===== config.mk =====
export PLATFORM = sky130hd
export DESIGN_NAME = video_timing
export DESIGN_NICKNAME = d
export VERILOG_FILES = /design/src/rtl/video_timing.sv
export SDC_FILE = /design/constraint.sdc
export NUM_CORES = 1
export LEC_CHECK = 0
export CAP_MARGIN = 20
export CORE_UTILIZATION = 60
export CTS_BUF_LIST = sky130_fd_sc_hd__clkbuf_8
export DETAILED_ROUTE_END_ITERATION = 6
export DONT_BUFFER_PORTS = 1
export HOLD_SLACK_MARGIN = 0.15
export PLACE_DENSITY = 0.85
export SYNTH_ARGS = -nofsm -noshare
export SYNTH_HDL_FRONTEND = slang
export SYNTH_SLANG_ARGS = --single-unit
export TNS_END_PERCENT = 30

===== constraint.sdc =====
create_clock -name clk -period 3.7 [get_ports clk]
set_input_delay 0.555 -clock clk [delete_from_list [all_inputs] [get_ports clk]]
set_output_delay 0.555 -clock clk [all_outputs]
set_load 0.05 [all_outputs]

===== src/rtl/video_timing.sv =====
// Raster timing generator: free-running h/v counters with a registered decode of
// pixel/line/frame strobes, active window, field flag and sync pins.
module video_timing #(
  parameter int unsigned H_ACTIVE = 640,
  parameter int unsigned H_FRONT  = 16,
  parameter int unsigned H_SYNC   = 96,
  parameter int unsigned H_BACK   = 48,
  parameter int unsigned V_ACTIVE = 480,
  parameter int unsigned V_FRONT  = 10,
  parameter int unsigned V_SYNC   = 2,
  parameter int unsigned V_BACK   = 33,
  parameter logic        SYNC_POL = 1'b0
) (
  input  logic        clk,
  input  logic        rst,
  input  logic        enable,
  input  logic        interlace,
  output logic [9:0]  h_count,
  output logic [9:0]  v_count,
  output logic        display_next_pixel,
  output logic        display_next_line,
  output logic        display_next_frame,
  output logic        display_current_field,
  output logic        active,
  output logic        hsync,
  output logic        vsync
);

  localparam int unsigned CW = 10;
  localparam int unsigned HT = H_ACTIVE + H_FRONT + H_SYNC + H_BACK;
  localparam int unsigned VT = V_ACTIVE + V_FRONT + V_SYNC + V_BACK;

  localparam logic [CW-1:0] H_LAST   = CW'(HT - 1);
  localparam logic [CW-1:0] V_LAST   = CW'(VT - 1);
  localparam logic [CW-1:0] H_ACT    = CW'(H_ACTIVE);
  localparam logic [CW-1:0] V_ACT    = CW'(V_ACTIVE);
  localparam logic [CW-1:0] HS_START = CW'(H_ACTIVE + H_FRONT);
  localparam logic [CW-1:0] HS_END   = CW'(H_ACTIVE + H_FRONT + H_SYNC);
  localparam logic [CW-1:0] VS_START = CW'(V_ACTIVE + V_FRONT);
  localparam logic [CW-1:0] VS_END   = CW'(V_ACTIVE + V_FRONT + V_SYNC);

  logic [CW-1:0] h_next_c;
  logic [CW-1:0] v_next_c;
  logic          h_last_c;
  logic          v_last_c;
  logic          active_c;
  logic          frame_c;
  logic          hsync_c;
  logic          vsync_c;

  // Next counter values and decode of the current (pre-edge) position.
  always_comb begin
    h_last_c = (h_count == H_LAST);
    v_last_c = (v_count == V_LAST);
    h_next_c = h_last_c ? '0 : h_count + CW'(1);
    v_next_c = v_count;
    if (h_last_c) begin
      v_next_c = v_last_c ? '0 : v_count + CW'(1);
    end
    active_c = (h_count < H_ACT) && (v_count < V_ACT);
    frame_c  = h_last_c && v_last_c;
    hsync_c  = ((h_count >= HS_START) && (h_count < HS_END)) ? SYNC_POL : ~SYNC_POL;
    vsync_c  = ((v_count >= VS_START) && (v_count < VS_END)) ? SYNC_POL : ~SYNC_POL;
  end

  // Disable reloads the reset image, so a dropped frame never emits line/frame strobes.
  always_ff @(posedge clk or negedge rst) begin
    if (!rst) begin
      h_count               <= '0;
      v_count               <= '0;
      display_next_pixel    <= 1'b0;
      display_next_line     <= 1'b0;
      display_next_frame    <= 1'b0;
      display_current_field <= 1'b0;
      active                <= 1'b0;
      hsync                 <= ~SYNC_POL;
      vsync                 <= ~SYNC_POL;
    end else if (!enable) begin
      h_count               <= '0;
      v_count               <= '0;
      display_next_pixel    <= 1'b0;
      display_next_line     <= 1'b0;
      display_next_frame    <= 1'b0;
      display_current_field <= 1'b0;
      active                <= 1'b0;
      hsync                 <= ~SYNC_POL;
      vsync                 <= ~SYNC_POL;
    end else begin
      h_count            <= h_next_c;
      v_count            <= v_next_c;
      display_next_pixel <= active_c;
      display_next_line  <= h_last_c;
      display_next_frame <= frame_c;
      active             <= active_c;
      hsync              <= hsync_c;
      vsync              <= vsync_c;
      // Interlace is only sampled at the frame boundary.
      if (frame_c) begin
        display_current_field <= interlace & ~display_current_field;
      end
    end
  end

endmodule


==> out/results.ini <==
[clocking]
cts.sinks=26
path_clk_slew_ns=0.09
cts_tree=done
cts.path.max_buffers=2
post-cts-setup-buffers=0
postCtsHoldBufs=2
clk_latency_ns=0.27
cts.repair.resized=0
cts_buffers=3
h-tree-depth=1
clockRootBuffer=clkbuf_8

[critical_path]
crit_path_end_kind=register
cp_data_arrival_time_ns=2.69
worstPathRequired_ns=3.88
critPathLaunchType=register
path_class=register to register
crit_fanout=16

[global_route]
grt_usage_pct=24.7
grt_max_degree=27
grt_pass1_vias=1032
grt-ovfl-total=0
antenna_found_initial=0
grt_pass1_wl_mm=4.55

[synth]
yosys-top-cells-area=dfrtp_1, nand3_1, xnor2_1, dfstp_2, a31oi_1
ys_types=37
synth_fp_nets=147
synth_edf_count=0
netlist_instances=139
synth_area_um2=1380
synth-seq-cells=26
synth_top_area_share_pct=43.5
yosysWarnings=0
synth_top_cell_by_area=dfrtp_1
synthFlopType=dfrtp_1
ys_seq_area_share_pct=47.3
syn_area_per_cell_um2=9.93
async_flop_share_pct=100

[timing]
hold_viol=0
period_needed_ns=2.51
worst_hold_slack_ns=0.409
max_slew.worst_pin.slew_ns=0.869
period_share_pct=68.0
slew_headroom_pct=42.1
rsz0062_at_grt=false
fmaxAchievable_ghz=0.398
skew_ns=0.00298
tns_ns=0
drv_slew=0
setup_viol_count_final=0

[drt]
route.detailed.vias_per_inst=6.42
vias=1066
drtAntennaViolNets=0
drtIter0Drc=21
routedWlPerCell_um=16.3
routed_wl_mm=2.70
drc=0
first_pass_iters=4

[finish]
design_area_um2=1460
layout_commonest_cell=dfrtp_1
nNetsFinal=147
layout_common_cells=dfrtp_1, nand3_1, inv_1, nor2_1
synthToLayoutAreaGrowth_pct=5.80
n_antenna_cell=0
layout-drive-gt1-share_pct=7.97

[die]
fp.dieW_um=50.0
core_area_um2=2190
die_h_um=50.0
initial_core_util_pct=63.0
num_rows=17
die_area_um2=2500
io_pins=31

[placed_design]
dpl_cell_area_um2=1380
dp_hpwl_mm=1.76
numPortBuffers=0
finalWeightedCongestion=0.864

[power]
ir_worst_vdd_uv=234
power_density_nw_per_um2=348
p_leak_nw=0.585

[hold_path]
worstHoldPathType=input port to register

[run_status]
status=completed

[flow_run]
timing.max_cap.violations=0

==> report_power, final <==
part	internal (mW)	switching [mW]	leakage (nW)	total (mW)
Sequential	0.287	0.0188	0.352	0.306
Combinational	0.00726	0.0122	0.205	0.0195
Clock	0.0951	0.0882	0.0288	0.183
Total	0.389	0.119	0.585	0.508
==> flip-flops by register name (all words and copies together) (netlist names) <==
register	flops
h_count	10
v_count	10
active	1
display_current_field	1
display_next_frame	1
display_next_line	1
hsync	1
vsync	1
==> synthesized netlist by cell type, drive strengths merged, types with 2 or more instances <==
| master | number |
|---|---|
| o21ai | 4 |
| nand2 | 7 |
| inv | 10 |
| nor3 | 4 |
| nand4 | 4 |
| dfstp | 2 |
| ha | 4 |
| dfrtp | 24 |
| buf | 4 |
| xor2 | 2 |
| nor2b | 4 |
| clkbuf | 3 |
| and3 | 5 |
| a31oi | 8 |
| and2 | 3 |
| o22ai | 2 |
| xnor2 | 8 |
| or4 | 2 |
| nor2 | 10 |
| nand3 | 15 |
==> routing by layer <==
| layer | track usage, % | up-vias | share of wire (%) |
|---|---|---|---|
| met5 | 0 | - | 0 |
| met4 | 14.8 | 0 | 2.8 |
| met3 | 7.10 | 14 | 4.5 |
| met2 | 36.9 | 39 | 49 |
| met1 | 31.4 | 526 | 44 |
| li1 | - | 487 | - |
==> cell families (layout without fill, tap and decap cells) <==
family	count (synthesis)	after routing	share of synthesized area, %
simple gates	63	63	28.4
flops	26	26	47.3
compound gates	19	19	8.70
buf+inv	17	16	5.62
xor+xnor	10	10	6.35
fa+ha+maj	4	4	3.63
==> worst paths after layout <==
path,slack (ns),cells past startpoint,endpoint,from
max,1.19,5,v_count[7],h_count[0]
min,0.41,1,h_count[4],enable
max reg2reg,1.19,5,v_count[7],h_count[0]
min reg2reg,0.85,2,display_current_field,display_current_field
max in group asynchronous,2.76,2,vsync,rst
min in group asynchronous,0.71,2,display_current_field,rst
==> cell type report <==
type | instances | area (µm²)
sequential | 26 | 653
multi-input combinational | 96 | 649
clock buffer | 4 | 55.1
tap | 28 | 35.0
timing repair buffer | 2 | 30.0
fill | 157 | 731
inverter | 10 | 37.5
==> through the flow <==
| step | utilization [%] | cells | total power [mW] | setup slack, ns |
|---|---|---|---|---|
| after global routing | 66.6 | 166 | 0.526 | 0.950 |
| after CTS | 66.6 | 166 | 0.510 | 1.20 |
| after floorplan | - | 139 | 0.320 | 1.46 |
| after detailed placement | 62.8 | 160 | 0.322 | 1.25 |
| final | 66.6 | 166 | 0.508 | 1.19 |
| after global placement | 62.8 | 160 | 0.321 | 1.34 |
==> critical path: stages (launching register included) <==
cell and delay [ns]:
dfrtp_1 0.74, ha_1 0.35, nand4_2 0.18, nor4b_4 0.73, nand2_1 0.20, o221ai_1 0.22
(Power assumes the default switching activity.)
